[src/rtl/boot_loader_dma.sv]
// boot_loader_dma: packs a host byte stream into memory words, optionally verifies them by read-back checksum, then releases the CPU reset.
module boot_loader_dma #(
    parameter int                  P_DATA_WIDTH  = 32,
    parameter int                  P_ADDR_WIDTH  = 32,
    parameter logic [P_ADDR_WIDTH-1:0] P_ADDR_ENTRY = '0,
    parameter logic [P_ADDR_WIDTH:0]   P_ADDR_LIMIT = 'h1_0000,
    parameter int                  P_SWAP        = 0,
    parameter int                  P_VERIFY      = 1,
    parameter int                  P_HOLD_CYCLES = 5,
    parameter logic [31:0]         P_BOOT_VECTOR = 32'h0
) (
    input  logic                      aclk,
    input  logic                      areset,
    input  logic                      start,
    input  logic [31:0]               len_bytes,
    input  logic                      s_valid,
    output logic                      s_ready,
    input  logic [7:0]                s_data,
    output logic                      m_wvalid,
    input  logic                      m_wready,
    output logic [P_ADDR_WIDTH-1:0]   m_waddr,
    output logic [P_DATA_WIDTH-1:0]   m_wdata,
    output logic [P_DATA_WIDTH/8-1:0] m_wstrb,
    output logic                      m_rvalid_req,
    input  logic                      m_rready_req,
    output logic [P_ADDR_WIDTH-1:0]   m_raddr,
    input  logic                      m_rvalid,
    input  logic [P_DATA_WIDTH-1:0]   m_rdata,
    output logic                      cpu_resetn,
    output logic [31:0]               boot_vector,
    output logic                      busy,
    output logic                      done,
    output logic                      error,
    output logic [1:0]                err_code,
    output logic [31:0]               words_written
);
    localparam int W  = P_DATA_WIDTH / 8;
    localparam int KW = $clog2(W) + 1;

    typedef enum logic [2:0] {IDLE, FILL, WRITE, VERIFY_REQ, VERIFY_WAIT, HOLD, RUN, ERROR} state_t;

    state_t                  state, state_n;
    logic [31:0]             remain, hold_cnt, vcnt;
    logic [P_ADDR_WIDTH-1:0] addr, raddr;
    logic [P_ADDR_WIDTH:0]   addr_end;
    logic [P_DATA_WIDTH-1:0] wdata, csum, rsum, rsum_n, rmask;
    logic [W-1:0]            wstrb, last_strb;
    logic [KW-1:0]           k, lane;
    logic                    ovf, in_fire, w_fire, r_last, hold_done;

    assign addr_end  = {1'b0, addr} + (P_ADDR_WIDTH+1)'(W);
    assign ovf       = addr_end > P_ADDR_LIMIT;
    assign in_fire   = s_valid && s_ready;
    assign w_fire    = m_wvalid && m_wready;
    assign r_last    = vcnt + 32'd1 >= words_written;
    assign hold_done = hold_cnt + 32'd1 >= 32'(P_HOLD_CYCLES);
    assign lane      = (P_SWAP != 0) ? KW'(W - 1) - k : k;
    assign rsum_n    = rsum + (m_rdata & rmask);

    assign m_waddr     = addr;
    assign m_wdata     = wdata;
    assign m_wstrb     = wstrb;
    assign m_raddr     = raddr;
    assign cpu_resetn  = state == RUN;
    assign done        = state == RUN;
    assign error       = state == ERROR;
    assign busy        = !(state == IDLE || state == RUN || state == ERROR);
    assign boot_vector = P_BOOT_VECTOR;

    // Only the final word may be partial; earlier words compare every lane.
    always_comb begin
        rmask = '0;
        for (int i = 0; i < W; i++) rmask[8*i +: 8] = {8{!r_last || last_strb[i]}};
    end

    always_ff @(posedge aclk) begin
        if (areset) state <= IDLE;
        else        state <= state_n;
    end

    always_comb begin
        state_n      = state;
        s_ready      = 1'b0;
        m_wvalid     = 1'b0;
        m_rvalid_req = 1'b0;
        case (state)
            IDLE:        if (start) state_n = (len_bytes == 32'd0) ? HOLD : FILL;
            FILL: begin
                s_ready = 1'b1;
                if (s_valid && (k == KW'(W - 1) || remain == 32'd1)) state_n = WRITE;
            end
            WRITE: begin
                m_wvalid = !ovf;
                if (ovf) state_n = ERROR;
                else if (m_wready) state_n = (remain != 32'd0) ? FILL : (P_VERIFY != 0) ? VERIFY_REQ : HOLD;
            end
            VERIFY_REQ: begin
                m_rvalid_req = 1'b1;
                if (m_rready_req) state_n = VERIFY_WAIT;
            end
            VERIFY_WAIT: if (m_rvalid) state_n = !r_last ? VERIFY_REQ : (rsum_n == csum) ? HOLD : ERROR;
            HOLD:        if (hold_done) state_n = RUN;
            default:     state_n = state;
        endcase
    end

    always_ff @(posedge aclk) begin
        if (areset) begin
            remain        <= '0;
            addr          <= '0;
            raddr         <= '0;
            wdata         <= '0;
            wstrb         <= '0;
            last_strb     <= '0;
            k             <= '0;
            csum          <= '0;
            rsum          <= '0;
            vcnt          <= '0;
            hold_cnt      <= '0;
            err_code      <= '0;
            words_written <= '0;
        end else begin
            if (state == IDLE && start) begin
                remain        <= len_bytes;
                addr          <= P_ADDR_ENTRY;
                csum          <= '0;
                k             <= '0;
                wdata         <= '0;
                wstrb         <= '0;
                words_written <= '0;
                hold_cnt      <= '0;
                err_code      <= '0;
            end
            if (in_fire) begin
                wdata[lane*8 +: 8] <= s_data;
                wstrb[lane]        <= 1'b1;
                k                  <= k + KW'(1);
                remain             <= remain - 32'd1;
            end
            if (state == WRITE && ovf) err_code <= 2'd1;
            // Readback bookkeeping is re-armed on every beat so it is fresh when verify begins.
            if (w_fire) begin
                csum          <= csum + wdata;
                words_written <= words_written + 32'd1;
                addr          <= addr + P_ADDR_WIDTH'(W);
                k             <= '0;
                wdata         <= '0;
                wstrb         <= '0;
                last_strb     <= wstrb;
                raddr         <= P_ADDR_ENTRY;
                rsum          <= '0;
                vcnt          <= '0;
                hold_cnt      <= '0;
            end
            if (state == VERIFY_WAIT && m_rvalid) begin
                rsum  <= rsum_n;
                raddr <= raddr + P_ADDR_WIDTH'(W);
                vcnt  <= vcnt + 32'd1;
                if (r_last && rsum_n != csum) err_code <= 2'd2;
            end
            if (state == HOLD) hold_cnt <= hold_cnt + 32'd1;
        end
    end
endmodule

[config.mk]
export PLATFORM = sky130hd
export DESIGN_NAME = boot_loader_dma
export DESIGN_NICKNAME = d
export VERILOG_FILES = /design/src/rtl/boot_loader_dma.sv
export SDC_FILE = /design/constraint.sdc
export NUM_CORES = 1
export LEC_CHECK = 0
export ABC_AREA = 1
export CORE_ASPECT_RATIO = 1.2
export CORE_MARGIN = 2
export CORE_UTILIZATION = 59
export CTS_CLUSTER_DIAMETER = 120
export CTS_CLUSTER_SIZE = 25
export DETAILED_ROUTE_END_ITERATION = 8
export DONT_BUFFER_PORTS = 1
export GPL_TIMING_DRIVEN = 0
export HOLD_SLACK_MARGIN = 0.1
export PLACE_DENSITY = 0.78
export SETUP_SLACK_MARGIN = 0.15
export SYNTH_ARGS = -nofsm -noshare
export SYNTH_HDL_FRONTEND = slang
export SYNTH_SLANG_ARGS = --single-unit
export TNS_END_PERCENT = 30
[constraint.sdc]
create_clock -name aclk -period 5.9 [get_ports aclk]
set_input_delay 0.885 -clock aclk [delete_from_list [all_inputs] [get_ports aclk]]
set_output_delay 0.885 -clock aclk [all_outputs]
set_load 0.02 [all_outputs]
==> results.sh <==
export IMPL_yosysTopAreaCell="dfxtp_1"
export IMPL_status="finished with violations"
export IMPL_slew_headroom_pct=17.4
export IMPL_finalCritPeriodShare_pct=110
export IMPL_drive_gt1_share_pct=11.5
export IMPL_die_h_um=213
export IMPL_drtIter0Drc=1941
export IMPL_hp_start="rsum[29]"
export IMPL_dp_hpwl_um=53900
export IMPL_dr_wl_met3_um=5730
export IMPL_die_area_sq_mm=0.0378
export IMPL_area_growth_syn_to_layout_pct=11.9
export IMPL_dr_pass1_iters=7
export IMPL_crit_required_ns=6.30
export IMPL_pin_count=252
export IMPL_critical_path_buf_inv_count=11
export IMPL_hold_viol=0
export IMPL_clk_latency_ns=0.54
export IMPL_grt_first_pass_wirelength_um=109000
export IMPL_crit_family="simple AND/OR/NAND/NOR gates"
export IMPL_synth_warnings=0
export IMPL_rows=76
export IMPL_synth_edff_count=0
export IMPL_multi_input_comb_area_sq_mm=0.0140
export IMPL_hold_depth=2
export IMPL_hold_buffers=0
export IMPL_cap_violations=0
export IMPL_clk_pin_slew_worst_paths_ns=0.11
export IMPL_slew_violations=0
export IMPL_grt_overflow=0
export IMPL_timing_rr_end="state[1]"
export IMPL_layout_setup_ws_ns=-0.583
export IMPL_synth_top_area_share_pct=28.1
export IMPL_synth_cell_types=60
export IMPL_fmax_mhz=154
export IMPL_avgSynthCellArea_sq_um=6.36
export IMPL_fin_util_pct=66.8
export IMPL_tightest_slew_ns=1.24
export IMPL_nets=3670
export IMPL_synthTopCellsByArea="dfxtp_1, nand2_1, a21oi_1"
export IMPL_postSynth_asyncResetShare_pct=0
export IMPL_skew_ns=0.0300
export IMPL_crit_slowest_cell="fa_2"
export IMPL_fin_crit_ns=6.48
export IMPL_final_antenna_net_count=0
export IMPL_power_density_mw_per_mm2=229
export IMPL_num_fill_cells=3289
export IMPL_fp_dieW_um=178
export IMPL_via_per_inst=5.86
export IMPL_reg2reg_depth=49
export IMPL_cp_max_fo=7
export IMPL_synth_seq_cells=300
export IMPL_numCtsBuffers=15
export IMPL_yosysMostFrequentCell="nand2_1"
export IMPL_cts_sinks=300
export IMPL_gp_congestion=0.981
export IMPL_hold_path_class="reg -> reg"
export IMPL_crit_type="reg -> reg"
export IMPL_start_util_pct=59.7
export IMPL_r2r_start="vcnt[0]"
export IMPL_wl_per_cell_um=18.1
export IMPL_regArea_sq_mm=0.00602
export IMPL_cts_buffer_depth=3
export IMPL_ir_drop_v=0.000268
export IMPL_core_area_sq_mm=0.0358
export IMPL_arrival_ns=6.89
export IMPL_top_layer="met4"
export IMPL_slowest_delay_ns=0.43
export IMPL_synth_ff_type="dfxtp_1"
export IMPL_synth_cells=3365
export IMPL_hold_path_end="rsum[29]"
export IMPL_antenna_found_initial=2
export IMPL_h_tree_depth=1
export IMPL_finalInstanceArea_sq_mm=0.0239
export IMPL_endpoint_kind="flip-flop"
export IMPL_grt_max_degree=26
export IMPL_wl_met2_um=34300
export IMPL_drc=0
export IMPL_placed_area_sq_mm=0.0221
export IMPL_vias=23134
export IMPL_numPortBuffers=0
export IMPL_yosysSeqAreaShare_pct=28.1
export IMPL_grt_use_total_pct=35.9
export IMPL_synth_common_cells="nand2_1, inv_1, a21oi_1"
export IMPL_syn_cell_area_sq_mm=0.0214
export IMPL_failed_checks="negative setup slack"
export IMPL_cp_start_kind="flip-flop"
export IMPL_total_leakage_power_nw=10.3
export IMPL_finalSetupViolations=3
export IMPL_rsz0062_at_grt="yes"
export IMPL_r2r_setup_slack_ns=-0.58
export IMPL_drt_wl_total_um=71400
export IMPL_wl_met1_um=27900
export IMPL_clockRootBuffer="clkbuf_16"
export IMPL_cts_tree="yes"
export IMPL_grt_pass1_vias=21357
[worst register-to-register path: cells and delay by family, from the launching register on]
family                     cells  cell delay, ns
adders and majority gates      4            1.01
buffers and inverters         11            0.97
DFF                            1            0.40
AOI/OAI and AO/OA              1            0.05
and+or+nand+nor               31            3.66
xor gates and xnor gates       2            0.29
[cell type report]
cell class	instances	share of cell area, %
inverters	441	6.96
repair buffers	61	2.13
clock buffers	15	1.57
multi-input cells	2524	58.3
diodes	3	0.0314
plain buffers	135	3.38
clock inverters	1	0.0366
flip-flops and latches	300	25.1
well taps	468	2.45
[cells in the final DEF (no fill, tap or decap), types with 22 or more instances in the layout]
cell type	instances
nor3_1	67
clkbuf_1	56
buf_6	22
buf_4	93
nand4_1	99
xor2_1	83
o21ai_0	84
nor2_1	292
nand2_1	823
nand2_2	28
nand3b_1	22
inv_1	420
dfxtp_1	292
or2_2	51
ha_1	87
conb_1	36
nor4_1	33
a21oi_1	325
nand3_1	229
[repair_timing]
| action | CTS | global route |
|---|---|---|
| setup endpoints to repair | 33 | 26 |
| buffers inserted | 43 | 18 |
| gates resized for setup | 101 | 135 |
| gates cloned | 0 | 0 |
| pin swaps | 42 | 77 |
| endpoints found under the hold margin | 0 | 0 |
[kinds of logic (layout without fill, tap and decap cells)]
logic type | after synthesis | count (layout) | share of synthesized area [%]
flip-flops | 300 | 300 | 28.1
other | 1 | 39 | 0.0175
adder cells (fa/ha/maj) | 113 | 113 | 6.68
buffers and inverters | 576 | 653 | 11.5
AND/OR/NAND/NOR | 1742 | 1742 | 35.8
AO/OA/AOI/OAI | 523 | 523 | 13.1
XOR/XNOR | 110 | 110 | 4.83
[sequential cells by signal (all words and copies together) (netlist names)]
register / flops
m_raddr: 30
last_strb: 4
err_code: 2
rsum: 32
csum: 32
words_written: 32
k: 3
remain: 32
m_waddr: 30
hold_cnt: 32
vcnt: 32
m_wstrb: 4
m_wdata: 32
state: 3
[worst max-delay path by stage]
stage	slack, ns	from	cells past startpoint	end
3_3_place_gp	-1.84	vcnt[0]	52	state[1]
6_report	-0.58	vcnt[0]	49	state[1]
5_1_grt	-0.95	vcnt[0]	47	state[1]
3_5_place_dp	-1.93	vcnt[0]	52	state[1]
4_1_cts	-0.57	vcnt[6]	50	state[1]
2_1_floorplan	0.15	vcnt[2]	51	state[1]
[layer usage]
metal	GRT usage, %	vias up
met3	6.35	216
li1	-	11180
met2	62.3	1020
met5	0	-
met4	15.8	0
met1	43.2	10718
[stage by stage]
stage | hold WS, ns | setup TNS [ns] | setup slack, ns | total power, mW | std cells
2_1_floorplan | 0.430 | 0 | 0.154 | 3.60 | 3400
3_3_place_gp | 0.453 | -18.14 | -1.84 | 4.17 | 3868
3_5_place_dp | 0.457 | -21.35 | -1.93 | 4.20 | 3868
4_1_cts | 0.473 | -1.63 | -0.575 | 5.38 | 3927
5_1_grt | 0.486 | -2.70 | -0.954 | 5.74 | 3947
6_report | 0.475 | -1.67 | -0.583 | 5.49 | 3948
[where the power goes]
group          switching, mW  leakage, nW  internal [mW]
Clock                  0.700        0.189          0.465
Sequential             0.139         2.43           2.12
Combinational           1.43         7.69          0.632
Note: power is estimated with default switching activity, not from simulation.
